File: src/rtl/musa_ctrl_pkg.sv
// Shared encodings for the MUSA main control unit: opcodes, functs, select enums,
// FSM states and the packed datapath control bundle.
package musa_ctrl_pkg;

    localparam logic [5:0] OP_R_TYPE = 6'b000000;
    localparam logic [5:0] OP_ADDI   = 6'b000001;
    localparam logic [5:0] OP_SUBI   = 6'b000010;
    localparam logic [5:0] OP_ANDI   = 6'b000011;
    localparam logic [5:0] OP_ORI    = 6'b000100;
    localparam logic [5:0] OP_LW     = 6'b000101;
    localparam logic [5:0] OP_SW     = 6'b000110;
    localparam logic [5:0] OP_CMP    = 6'b000111;
    localparam logic [5:0] OP_JPC    = 6'b001000;
    localparam logic [5:0] OP_BRFL   = 6'b001001;
    localparam logic [5:0] OP_JR     = 6'b001010;
    localparam logic [5:0] OP_CALL   = 6'b001011;
    localparam logic [5:0] OP_RET    = 6'b001100;
    localparam logic [5:0] OP_HALT   = 6'b111111;

    localparam logic [5:0] FN_ADD  = 6'b100000;
    localparam logic [5:0] FN_SUB  = 6'b100010;
    localparam logic [5:0] FN_AND  = 6'b100100;
    localparam logic [5:0] FN_OR   = 6'b100101;
    localparam logic [5:0] FN_NOT  = 6'b100111;
    localparam logic [5:0] FN_NOP  = 6'b000000;
    localparam logic [5:0] FN_MULT = 6'b011000;
    localparam logic [5:0] FN_DIV  = 6'b011010;

    typedef enum logic [2:0] {
        ALU_ADDR  = 3'b000,
        ALU_RTYPE = 3'b010,
        ALU_IMM   = 3'b011,
        ALU_BRFL  = 3'b101,
        ALU_CMP   = 3'b110
    } alu_op_t;

    typedef enum logic [1:0] {
        SRC_A_NONE = 2'b00,
        SRC_A_REG  = 2'b10
    } data_a_s_t;

    typedef enum logic [1:0] {
        SRC_B_IMM = 2'b00,
        SRC_B_REG = 2'b01,
        SRC_B_PC  = 2'b10
    } data_b_s_t;

    typedef enum logic [2:0] {
        PC_STACK = 3'b000,
        PC_REG   = 3'b001,
        PC_SEQ   = 3'b010,
        PC_JUMP  = 3'b011,
        PC_HALT  = 3'b100
    } pc_src_t;

    typedef enum logic [2:0] {
        ST_FETCH,
        ST_DECODE,
        ST_EXEC,
        ST_MEM,
        ST_MD_WAIT,
        ST_WB,
        ST_HALT
    } state_t;

    typedef struct packed {
        logic      reg_dst;
        logic      mem_read;
        logic      mem_to_reg;
        logic      mem_write;
        logic      reg_write;
        logic      push;
        logic      pop;
        alu_op_t   alu_op;
        data_a_s_t data_a_s;
        data_b_s_t data_b_s;
        pc_src_t   pc_src;
    } ctrl_bundle_t;

endpackage

File: src/rtl/musa_ctrl_decode.sv
// Combinational instruction decoder: opcode/funct to control bundle plus the
// class flags the sequencer branches on.
module musa_ctrl_decode
    import musa_ctrl_pkg::*;
#(
    parameter int DATA_WIDTH = 32
) (
    input  logic [DATA_WIDTH-1:0] instruction_i,
    output ctrl_bundle_t          ctrl_o,
    output logic                  is_mem_o,
    output logic                  is_md_o,
    output logic                  is_halt_o,
    output logic                  is_illegal_o
);

    logic [5:0] opcode;
    logic [5:0] funct;
    logic       unused_fields;

    assign opcode        = instruction_i[DATA_WIDTH-1 -: 6];
    assign funct         = instruction_i[5:0];
    assign unused_fields = ^instruction_i[DATA_WIDTH-7:6];

    always_comb begin
        ctrl_o        = '0;
        ctrl_o.pc_src = PC_SEQ;
        is_mem_o      = 1'b0;
        is_md_o       = 1'b0;
        is_halt_o     = 1'b0;
        is_illegal_o  = 1'b0;
        case (opcode)
            OP_R_TYPE: begin
                if (funct inside {FN_ADD, FN_SUB, FN_AND, FN_OR, FN_NOT, FN_NOP, FN_MULT, FN_DIV}) begin
                    ctrl_o.reg_dst   = 1'b1;
                    ctrl_o.reg_write = 1'b1;
                    ctrl_o.alu_op    = ALU_RTYPE;
                    ctrl_o.data_a_s  = SRC_A_REG;
                    ctrl_o.data_b_s  = SRC_B_REG;
                    is_md_o          = (funct == FN_MULT) || (funct == FN_DIV);
                end else begin
                    is_illegal_o = 1'b1;
                end
            end
            OP_ADDI, OP_SUBI, OP_ANDI, OP_ORI: begin
                ctrl_o.reg_write = 1'b1;
                ctrl_o.alu_op    = ALU_IMM;
                ctrl_o.data_a_s  = SRC_A_REG;
            end
            OP_LW: begin
                ctrl_o.mem_read   = 1'b1;
                ctrl_o.mem_to_reg = 1'b1;
                ctrl_o.reg_write  = 1'b1;
                ctrl_o.data_a_s   = SRC_A_REG;
                is_mem_o          = 1'b1;
            end
            OP_SW: begin
                ctrl_o.mem_write = 1'b1;
                ctrl_o.data_a_s  = SRC_A_REG;
                is_mem_o         = 1'b1;
            end
            OP_CMP: begin
                ctrl_o.alu_op   = ALU_CMP;
                ctrl_o.data_a_s = SRC_A_REG;
                ctrl_o.data_b_s = SRC_B_REG;
            end
            OP_JPC: begin
                ctrl_o.data_b_s = SRC_B_PC;
                ctrl_o.pc_src   = PC_JUMP;
            end
            OP_BRFL: begin
                ctrl_o.alu_op   = ALU_BRFL;
                ctrl_o.data_a_s = SRC_A_REG;
                ctrl_o.pc_src   = PC_REG;
            end
            OP_JR:   ctrl_o.pc_src = PC_REG;
            OP_CALL: begin
                ctrl_o.push   = 1'b1;
                ctrl_o.pc_src = PC_REG;
            end
            OP_RET: begin
                ctrl_o.pop    = 1'b1;
                ctrl_o.pc_src = PC_STACK;
            end
            OP_HALT: begin
                ctrl_o.pc_src = PC_HALT;
                is_halt_o     = 1'b1;
            end
            // Unknown opcodes fall through as a NOP so the commit still retires them.
            default: is_illegal_o = 1'b1;
        endcase
    end

endmodule

File: src/rtl/musa_control_fsm.sv
// Multi-cycle main control unit of the MUSA core: fetch handshake, registered
// control bundle, memory / mult-div wait sequencing with timeouts, commit strobe.
//
// state      | meaning
// FETCH      | ready for an instruction, bundle cleared
// DECODE     | IR latched, bundle registered at exit
// EXEC       | bundle visible, illegal / md_start pulses
// MEM        | waiting for mem_ack, bounded by MEM_WAIT_MAX
// MD_WAIT    | waiting for md_done, bounded by MD_WAIT_MAX
// WB         | single-cycle commit
// HALT       | absorbing until reset
module musa_control_fsm
    import musa_ctrl_pkg::*;
#(
    parameter int DATA_WIDTH   = 32,
    parameter int MEM_WAIT_MAX = 15,
    parameter int MD_WAIT_MAX  = 63
) (
    input  logic                  clk_i,
    input  logic                  rst_ni,
    input  logic [DATA_WIDTH-1:0] instruction_i,
    input  logic                  instr_valid_i,
    output logic                  instr_ready_o,
    input  logic                  mem_ack_i,
    input  logic                  md_done_i,
    output logic                  md_start_o,
    output logic                  reg_dst_o,
    output logic                  mem_read_o,
    output logic                  mem_to_reg_o,
    output logic                  mem_write_o,
    output logic                  reg_write_o,
    output logic                  push_o,
    output logic                  pop_o,
    output logic [2:0]            alu_op_o,
    output logic [1:0]            data_a_s_o,
    output logic [1:0]            data_b_s_o,
    output logic [2:0]            pc_src_o,
    output logic                  commit_o,
    output logic                  illegal_o,
    output logic                  bus_err_o,
    output logic                  halted_o
);

    localparam int CNT_W = $clog2(((MEM_WAIT_MAX > MD_WAIT_MAX) ? MEM_WAIT_MAX : MD_WAIT_MAX) + 1);
    localparam logic [CNT_W-1:0] MEM_LIM = CNT_W'(MEM_WAIT_MAX);
    localparam logic [CNT_W-1:0] MD_LIM  = CNT_W'(MD_WAIT_MAX);

    state_t                state_q, state_d;
    ctrl_bundle_t          bundle_q, bundle_d;
    logic [CNT_W-1:0]      cnt_q, cnt_d;
    logic [DATA_WIDTH-1:0] ir_q;

    ctrl_bundle_t dec_ctrl;
    logic         dec_mem, dec_md, dec_halt, dec_illegal;

    musa_ctrl_decode #(.DATA_WIDTH(DATA_WIDTH)) u_decode (
        .instruction_i (ir_q),
        .ctrl_o        (dec_ctrl),
        .is_mem_o      (dec_mem),
        .is_md_o       (dec_md),
        .is_halt_o     (dec_halt),
        .is_illegal_o  (dec_illegal)
    );

    always_ff @(posedge clk_i or negedge rst_ni) begin
        if (!rst_ni) begin
            state_q  <= ST_FETCH;
            bundle_q <= '0;
            cnt_q    <= '0;
            ir_q     <= '0;
        end else begin
            state_q  <= state_d;
            bundle_q <= bundle_d;
            cnt_q    <= cnt_d;
            if (instr_ready_o && instr_valid_i) ir_q <= instruction_i;
        end
    end

    always_comb begin
        state_d       = state_q;
        bundle_d      = bundle_q;
        cnt_d         = cnt_q;
        instr_ready_o = 1'b0;
        md_start_o    = 1'b0;
        commit_o      = 1'b0;
        illegal_o     = 1'b0;
        bus_err_o     = 1'b0;
        halted_o      = 1'b0;
        case (state_q)
            ST_FETCH: begin
                instr_ready_o = 1'b1;
                if (instr_valid_i) state_d = ST_DECODE;
            end
            ST_DECODE: begin
                bundle_d = dec_ctrl;
                state_d  = ST_EXEC;
            end
            ST_EXEC: begin
                illegal_o = dec_illegal;
                cnt_d     = '0;
                if (dec_mem) begin
                    state_d = ST_MEM;
                end else if (dec_md) begin
                    md_start_o = 1'b1;
                    state_d    = ST_MD_WAIT;
                end else if (dec_halt) begin
                    state_d = ST_HALT;
                end else begin
                    state_d = ST_WB;
                end
            end
            ST_MEM: begin
                // The strobes drop once the access completes; the rest of the bundle
                // stays up for the writeback.
                if (mem_ack_i) begin
                    bundle_d.mem_read  = 1'b0;
                    bundle_d.mem_write = 1'b0;
                    state_d            = ST_WB;
                end else if (cnt_q == MEM_LIM) begin
                    bus_err_o = 1'b1;
                    bundle_d  = '0;
                    state_d   = ST_FETCH;
                end else begin
                    cnt_d = cnt_q + 1'b1;
                end
            end
            ST_MD_WAIT: begin
                if (md_done_i) begin
                    state_d = ST_WB;
                end else if (cnt_q == MD_LIM) begin
                    bus_err_o = 1'b1;
                    bundle_d  = '0;
                    state_d   = ST_FETCH;
                end else begin
                    cnt_d = cnt_q + 1'b1;
                end
            end
            ST_WB: begin
                commit_o = 1'b1;
                bundle_d = '0;
                state_d  = ST_FETCH;
            end
            ST_HALT: halted_o = 1'b1;
            default: begin
                bundle_d = '0;
                state_d  = ST_FETCH;
            end
        endcase
    end

    assign reg_dst_o    = bundle_q.reg_dst;
    assign mem_read_o   = bundle_q.mem_read;
    assign mem_to_reg_o = bundle_q.mem_to_reg;
    assign mem_write_o  = bundle_q.mem_write;
    assign reg_write_o  = bundle_q.reg_write;
    assign push_o       = bundle_q.push;
    assign pop_o        = bundle_q.pop;
    assign alu_op_o     = bundle_q.alu_op;
    assign data_a_s_o   = bundle_q.data_a_s;
    assign data_b_s_o   = bundle_q.data_b_s;
    assign pc_src_o     = bundle_q.pc_src;

endmodule

File: config.mk
export PLATFORM = sky130hd
export DESIGN_NAME = musa_control_fsm
export DESIGN_NICKNAME = d
export VERILOG_FILES = /design/src/rtl/musa_ctrl_pkg.sv /design/src/rtl/musa_ctrl_decode.sv /design/src/rtl/musa_control_fsm.sv
export SDC_FILE = /design/constraint.sdc
export NUM_CORES = 1
export LEC_CHECK = 0
export BUFFER_PORTS_ARGS = -buffer_cell sky130_fd_sc_hd__buf_2
export CAP_MARGIN = 20
export CORE_ASPECT_RATIO = 0.6
export CORE_MARGIN = 2
export CORE_UTILIZATION = 30
export CTS_CLUSTER_DIAMETER = 40
export DETAILED_ROUTE_END_ITERATION = 16
export GPL_ROUTABILITY_DRIVEN = 0
export PLACE_DENSITY = 0.53
export SLEW_MARGIN = 20
export SYNTH_ARGS = -nofsm -noshare
export SYNTH_HDL_FRONTEND = slang
export SYNTH_SLANG_ARGS = --single-unit
export TNS_END_PERCENT = 1
File: constraint.sdc
create_clock -name clk_i -period 2 [get_ports clk_i]
set_clock_uncertainty 0.2 [all_clocks]
set_input_delay 0.3 -clock clk_i [delete_from_list [all_inputs] [get_ports clk_i]]
set_output_delay 0.3 -clock clk_i [all_outputs]
set_load 0.01 [all_outputs]
Word level (Yosys, flattened, before mapping)
Index checks and enable logic that the tools add are counted.
- register bits: 58
- bits of input ports: 37
- output and inout port bits: 23
- logic and storage cells: 125
- add/sub/neg operators: 1
- equal/unequal tests: 37
- mux-type cells: 53
- bitwise gates (word level): 2
- reduce and logical (&&, ||, !) cells: 18
- operator list (operator ; count):
    17-bit one-hot mux with 4 select lines ; 1
    17-bit two-way mux ; 3
    6-bit equality test, second input constant ; 7
    6-bit by 4-bit equality test with 1-bit output, second input constant ; 6
    6-bit two-way mux ; 5
    1-bit two-way mux ; 25
    6-bit by 3-bit equality test with 1-bit output, second input constant ; 4
    3-bit one-hot mux with 4 select lines ; 2
    3-bit two-way mux ; 6
    3-bit one-hot mux with 6 select lines ; 1
    6-bit one-hot mux with 3 select lines ; 1
    2-bit inequality test, second input constant ; 7
    13-bit two-way mux ; 1
    13-bit OR reduction ; 1
    6-bit by 2-bit equality test with 1-bit output, second input constant ; 2
    6-bit by 5-bit equality test with 1-bit output, second input constant ; 2
    6-bit logical NOT ; 2
    5-bit AND reduction ; 2
    3-bit equality test, second input constant ; 3
    4-bit AND reduction ; 2
    8-bit nonzero test ; 1
    8-bit OR reduction ; 1
    6-bit by 1-bit adder with 6-bit output, second input constant ; 1
    3-bit by 2-bit equality test with 1-bit output, second input constant ; 2
    16 further kinds ; 23

Longest topological paths before layout
Gate-level depths: netlist of the first run.
- depth after elaboration: 7
- mapped depth: 8
- depth with buffers taken out: 6

Hierarchy
A second synthesis of the first run with hierarchy kept.
- cells, all modules: 267
- area total of the unflattened synthesis: 3026.7 um^2
- by module, submodules not included (module ; instances ; cells an instance ; area an instance (um^2) ; sequential area each (um^2)):
    musa_control_fsm ; 1 ; 196 ; 2582.5 ; 1451.4
    musa_ctrl_decode ; 1 ; 71 ; 444.2 ; 0.0

Worst setup path after synthesis of the first run
Ideal clock, no wire load.
- path kind: reg-to-reg
- from: register state_q[1]
- to: register ir_q[0]
- library setup time: 125 ps
- arrival time: 1843 ps
- data required time: 1675 ps
- slack: -168 ps
- cell stages (with the launch flop): 7
- buffers on the path: 3
- period minus slack after synthesis: 2168 ps
- cell sequence: dfrtp_1 > clkbuf_1 > nor3_1 > and2_1 > clkbuf_1 > buf_2 > mux2_2
- longest elaborated chain between the ends: 3
- RTL lines (what ; RTL line ; RTL):
    start, declared ; musa_control_fsm.sv:48 ; state_t state_q, state_d;
    start signal, assigned ; musa_control_fsm.sv:72 ; state_q <= state_d;
    3-bit logical NOT ; musa_control_fsm.sv:89 ; case (state_q)
    1-bit two-way mux ; musa_control_fsm.sv:89 ;
    named net instr_ready_o ; musa_control_fsm.sv:23 ; output logic instr_ready_o,
    1-bit logical AND ; musa_control_fsm.sv:75 ; if (instr_ready_o && instr_valid_i) ir_q <= instruction_i;
    end signal, assigned ; musa_control_fsm.sv:75 ;
    end, declared ; musa_control_fsm.sv:51 ; logic [DATA_WIDTH-1:0] ir_q;
The timed path passes the listed nets, and every way through them passes these cells.
A chain may end at the register's enable or synchronous reset.

Final worst setup path of the first run
- from: register ir_q[26]
- to: output port illegal_o
- longest elaborated chain between the ends: 4
- elaborated cells on any way between the ends: 17
- those cells by class: 13 x eq/ne; 2 x mux; 2 x reduce/logical
- RTL lines (what ; RTL line ; RTL):
    6-bit by 1-bit equality test with 1-bit output (tied with other cells) ; musa_ctrl_decode.sv:31 ; case (opcode)
    13-bit OR reduction (no source line) ; n/a ;
    1-bit one-hot mux with 2 select lines * ; musa_ctrl_decode.sv:31 ;
    1-bit two-way mux * ; musa_control_fsm.sv:89 ;
    end, declared ; musa_control_fsm.sv:39 ; output logic illegal_o,
Every way passes the cells marked *; elsewhere a longest branch is shown, timed or not.

==> results.md, run 1 <==
- Rel. slew slack: 65.0%
- Cells after Synth: between 200 and 250
- FFs w/ async S/R, synth: 100%
- First-pass GRT wire length: 8.38 mm
- Chip width: approximately 110 µm
- Top_reg_cell synth: dfrtp_1
- Antenna Cells: 0
- Drc violations: 0
- Startpoint Class: flip-flop
- Final hold slack: 0.0113 ns
- Actual slew at the worst max-slew pin: roughly 0.52 ns
- Post-Synthesis Cell Area: 1990 µm²
- Post-route cell area: between 2000 and 3000 µm²
- TritonCTS buffer count: 5
- Pins over their slew limit: 0
- Slowest Stage Delay on Critical Path: 0.39 ns
- H-tree depth: 2
- Fmax: 0.455 GHz
- CP Cell Sequence: or3_4 > nor2_1 > o211ai_1 > a311oi_2 > buf_2
- WL per Instance: 14.7 µm
- Worst-path fanout max: 2
- Worst R2R Setup Slack: -0.05 ns
- Crit path DAT: 1.70 ns
- Syn Area/Cell: around 9.6 µm²
- Total Routing Usage GR: between 10% and 20%
- Starting Density: 31.8%
- Post-synth net total: 244
- Overflow after GRT: 0
- Pre-antenna DRT Iters: 4
- CTS tree: done
- Fillers: around 600
- CTS clk-pin slew, worst paths: 0.07 ns
- Leakage power: 1.25 nW
- Worst path required time: 1.50 ns
- Commonest cells after routing, fill and taps aside: buf_2, dfrtp_1, buf_4
- Count of final setup violators: 6
- Yosys reg bits: 37
- Total wire length: ~5.3 mm
- Crit. End Element: primary output
- Clk buf depth: 2
- Place WS: -0.0746 ns
- Status: complete, but fails checks
- Post-Place Cell Area: 2470 µm²
- Warnings from Yosys: 0
- Slowest-stage cell, CP: or3_4
- Clock latency on the worst-skew pair: 0.29 ns
- Dpl cells: 347
- ANT nets after route: 0
- Final worst setup slack: -0.199 ns
- IO Port Bufs: 38
- Syn-to-layout area delta: 34.1%
- Cell Pwr Density: roughly 1400 nW/µm²
- Worst vdd ir: approximately 0.00034 V
- Post-synth EDFFs: 0
- Max-Cap Viols: 0
- Die Y: 67.0 µm
- Placeable Area: roughly 6200 µm²
- Critical path's top delay family: simple AND/OR/NAND/NOR gates
- Failing checks: negative setup slack
- Clk sink count: 37
- Top cells by area, synth: dfrtp_1, mux2_2, nand2_1
- Vias in the first global route: 1,620
- Hold crit path type: input pin to flip-flop
- Root buffer cell: clkbuf_8
- Unrepaired setup endpoints after global routing: yes
- Final nets: 311
- Period utilisation layout: 110%
- # rows: 22
- DIE AREA: approximately 7300 µm²
- Buf/Inv on CP: 1
- Fin cells: roughly 360
- Unique masters post-synth: 51
- Via Count: approximately 1,800
- I/O pins: 60
- Avg Vias per Cell: around 5.0
- Synth top area share: 46.6%
- Final Hold Viols: 0
- Worst Path Class, Setup: flip-flop to primary output
- Top cell type by total area after synthesis: dfrtp_1
- Seq/Total Area, Yosys: 46.6%
- Detail Placement HPWL: 4.05 mm
- Initial antenna violation count: 0
- Largest net degree at the start of global routing: 24
- Layout cell share with drive strength beyond 1: between 40% and 50%
- 1st-iter DRT viols: 126
- Final min period: roughly 2.2 ns
- Most common library cell in the layout ignoring fill and taps: buf_2
==> cell families after synthesis <==
family	after synthesis	share of synthesized area, %
flip-flops	37	46.6
other	1	0.189
AND/OR/NAND/NOR	83	21.8
buffers and inverters	20	4.85
AO/OA/AOI/OAI	53	19.8
multiplexers	10	5.67
adder cells (fa/ha/maj)	2	1.13
==> path summary, 6_finish.rpt <==
path                                  start       endpoint  cells after the start
min                        instruction_i[2]        ir_q[2]                      3
min in group asynchronous            rst_ni  data_b_s_o[0]                      2
max reg2reg                      state_q[0]       cnt_q[5]                      5
min reg2reg                       reg_dst_o      reg_dst_o                      2
max in group asynchronous            rst_ni     state_q[0]                      3
max                                ir_q[26]      illegal_o                      5
==> metal layers <==
metal,up-vias,global-route usage (%),wire (µm)
met5,-,0,0
met4,0,4.33,48
met3,5,4.31,431
met2,57,20.0,2030
met1,851,24.2,2740
li1,889,-,-
==> power breakdown <==
group / total (mW) / internal [mW] / leakage [nW] / switching (mW)
Sequential: 1.17 / 1.00 / 0.482 / 0.170
Clock: 0.570 / 0.311 / 0.0542 / 0.259
Combinational: 1.88 / 0.904 / 0.711 / 0.978
Total: 3.62 / 2.22 / 1.25 / 1.41
==> cell usage after synthesis, types with 2 or more instances <==
cell type  number
mux2_2         10
buf_2           2
nor2b_1         4
o221ai_1        2
nand3_1         5
o21ai_2         2
nand4_1         5
o21ai_0        17
or2_2           2
and2_1          2
a32o_1          7
nand2b_1        3
nor3_1          5
a21oi_1         6
nand3b_1        2
dfrtp_1        37
o211ai_1        2
and3_1          2
nand2_1        24
buf_6           2
inv_1           7
nor2_1         14
a211oi_1        3
clkbuf_1        8
or3_1           7
==> layout make-up <==
type / instances / area [µm²] / share of cell area [%]
repair buffers: 73 / 468 / 17.6
flip-flops and latches: 37 / 927 / 34.8
clock buffers: 7 / 96.3 / 3.62
clock inverters: 1 / 5.00 / 0.188
inverters: 7 / 26.3 / 0.986
well taps: 84 / 105 / 3.95
multi-input cells: 149 / 1040 / 38.9
==> tightest hold or removal path, cell delays in order <==
cell     delay (ns)
buf_2          0.07
nand2_1        0.03
o21ai_0        0.05
==> flip-flops by register name, summed over array words and instances, names as in the netlist, 2 cells and up <==
register    flops
state_q         3
data_b_s_o      2
pc_src_o        3
ir_q           12
cnt_q           6
alu_op_o        3
==> metrics by stage <==
stage                     setup TNS, ns  util, %  total power, mW
after global placement           -0.242     39.5             2.91
after detailed placement         -0.190     39.5             2.93
after floorplan                       0        -             2.23
after global routing              -1.30     42.6             3.92
after CTS                        -0.794     41.9             3.56
final                            -0.619     42.6             3.62
==> what timing repair did <==
item                                    4_1_cts  5_1_grt
buffers inserted                              0        2
hold buffers                                  1        0
endpoints found under the hold margin        20        0
gates cloned                                  0        0
pin swaps                                     4        4
gates resized for setup                       9        7
endpoints found under the setup margin        7       20
No activity file was read; power rests on OpenSTA's default activity.
==> run 2: changes to the inputs <==
--- a/constraint.sdc
+++ b/constraint.sdc
@@ -4,2 +4,2 @@
 set_output_delay 0.3 -clock clk_i [all_outputs]
-set_load 0.01 [all_outputs]
+set_load 0.1 [all_outputs]
==> run 2 against run 1 <==
The run still ends with negative setup slack left. Count of clock-buffer cells in the layout is 1 higher. First-iteration DRC count is 40% lower. Setup slack worse by 0.13 ns. Critical path type unchanged. Sequential share of layout area decreased by 2.6 points.
==> results.md, run 2 (synthesized netlist as in run 1, its figures left out) <==
- Initial antenna violation count: 0
- Hold crit path type: input pin to flip-flop
- Via Count: 1,836
- Total Routing Usage GR: 16.0%
- Clk sink count: 37
- Sequential cell area: 928 µm²
- Clock latency on the worst-skew pair: between 0.2 and 0.3 ns
- Chip width: 109 µm
- Commonest cells after routing, fill and taps aside: buf_4, dfrtp_1, buf_2
- Die Y: 67.0 µm
- WL per Instance: between 10 and 15 µm
- Crit. End Element: primary output
- Leakage power: 1.31 nW
- Pre-antenna DRT Iters: 4
- 1st-iter DRT viols: 75
- I/O pins: 60
- Final hold slack: ~0.022 ns
- Failing checks: negative setup slack
- Top Registers: ir_q: 12 flops, cnt_q: 6 flops
- Final worst setup slack: -0.332 ns
- Starting Density: 31.8%
- ANT nets after route: 0
- Most common library cell in the layout ignoring fill and taps: buf_4
- Drc violations: 0
- Area of the multi-input gates: 1110 µm²
- Worst Path Class, Setup: flip-flop to primary output
- Largest Register: ir_q
- TritonCTS buffer count: 5
- Pins over their slew limit: 0
- Avg Vias per Cell: 5.02
- Worst path required time: 1.50 ns
- # rows: 22
- Fillers: 602
- Max-Cap Viols: 0
- Worst R2R Setup Slack: -0.04 ns
- Antenna Cells: 0
- Reg-to-reg critical path endpoint: cnt_q[5]
- Reg2Reg Launch Point: state_q[0]
- Largest net degree at the start of global routing: 22
- Status: complete, but fails checks
- First-pass GRT wire length: 8.75 mm
- Worst-path fanout max: 3
- Layout cell share with drive strength beyond 1: about 44%
- Reg2Reg Depth: 5
- Clk buf depth: 2
- Final Hold Viols: 0
- CTS tree: done
- Final nets: 319
- Total wire length: 5.33 mm
- Final min period: 2.33 ns
- TNS Setup: -0.891 ns
- Count of final setup violators: 4
- H-tree depth: 2
- Crit path DAT: 1.83 ns
- Startpoint Class: flip-flop
- Detail Placement HPWL: 4.21 mm
- Crit path to: illegal_o
- Period utilisation layout: 117%
- Worst vdd ir: just over 0.0009 V
- IO Port Bufs: 38
- Root buffer cell: clkbuf_8
- Largest register FFs: 12
- Unrepaired setup endpoints after global routing: yes
- HP Start: instruction_i[1]
- Cell Pwr Density: about 1600 nW/µm²
- Overflow after GRT: 0
- CTS clk-pin slew, worst paths: 0.07 ns
- Vias in the first global route: between 1,500 and 2,000
- CP startpoint: ir_q[5]
- Fmax: 0.429 GHz
- Syn-to-layout area delta: 45.0%
- DIE AREA: 7310 µm²
- Placeable Area: ~6200 µm²
==> run 2: changes by cell type in the layout (fill, tap and decap cells not counted), moves of 3 or more <==
| cell | before | now |
|---|---|---|
| buf_12 | 1 | 7 |
| buf_2 | 38 | 32 |
| buf_4 | 33 | 39 |
| mux2_2 | 10 | 4 |
| mux2_4 | 0 | 6 |
| clkbuf_1 | 0 | 3 |
==> run 2: worst min path at each step <==
stage | end | slack (ns) | cells past startpoint
floorplan | alu_op_o[0] | -0.20 | 0
global placement | ir_q[26] | 0.09 | 1
detailed placement | ir_q[26] | 0.09 | 1
CTS | ir_q[1] | 0.02 | 3
global route | ir_q[1] | 0.03 | 3
finish | ir_q[1] | 0.02 | 3
==> run 2: layer usage <==
metal | vias up | track usage (%) | wire (µm)
met5 | - | 0 | 0
met4 | 0 | 3.85 | 40
met3 | 5 | 3.42 | 368
met2 | 50 | 20.3 | 2060
met1 | 870 | 26.2 | 2860
li1 | 911 | - | -
==> run 2: what timing repair did <==
item	in CTS	in global routing
endpoints found under the hold margin	19	0
setup buffers	1	0
hold buffers	1	0
setup endpoints to repair	6	25
resized for setup	9	10
pin swaps	4	1
==> run 2: metrics by stage <==
| stage | area, µm² | worst slack (ns) | cells | util, % | total power, mW |
|---|---|---|---|---|---|
| 6_report | 2880 | -0.332 | 366 | 46.1 | 4.59 |
| 5_1_grt | 2880 | -0.442 | 366 | 46.1 | 4.88 |
| 4_1_cts | 2850 | -0.338 | 366 | 45.5 | 4.55 |
| 3_5_place_dp | 2710 | -0.113 | 356 | 43.3 | 3.97 |
| 3_3_place_gp | 2710 | -0.103 | 356 | 43.3 | 3.94 |
| 2_1_floorplan | 2100 | -0.488 | 206 | - | 3.11 |
==> run 2: power by group <==
part	internal (mW)	total, mW	switching, mW
Combinational	1.12	2.92	1.81
Sequential	0.999	1.17	0.169
Clock	0.248	0.493	0.246
Total	2.36	4.59	2.22
==> run 2: worst max-delay path, stage by stage, from the launching register on <==
cell and delay (ns):
dfrtp_1 0.41, maj3_2 0.33, a21oi_2 0.14, o211ai_1 0.14
a311oi_4 0.31, buf_12 0.22
==> run 2: cell type report <==
type,instances,share of cell area (%)
Timing Repair Buffer,81,21.7
Clock buffer,8,2.78
Inverter,7,0.912
Sequential cell,37,32.2
Tap cell,84,3.65
Multi-Input combinational cell,149,38.7
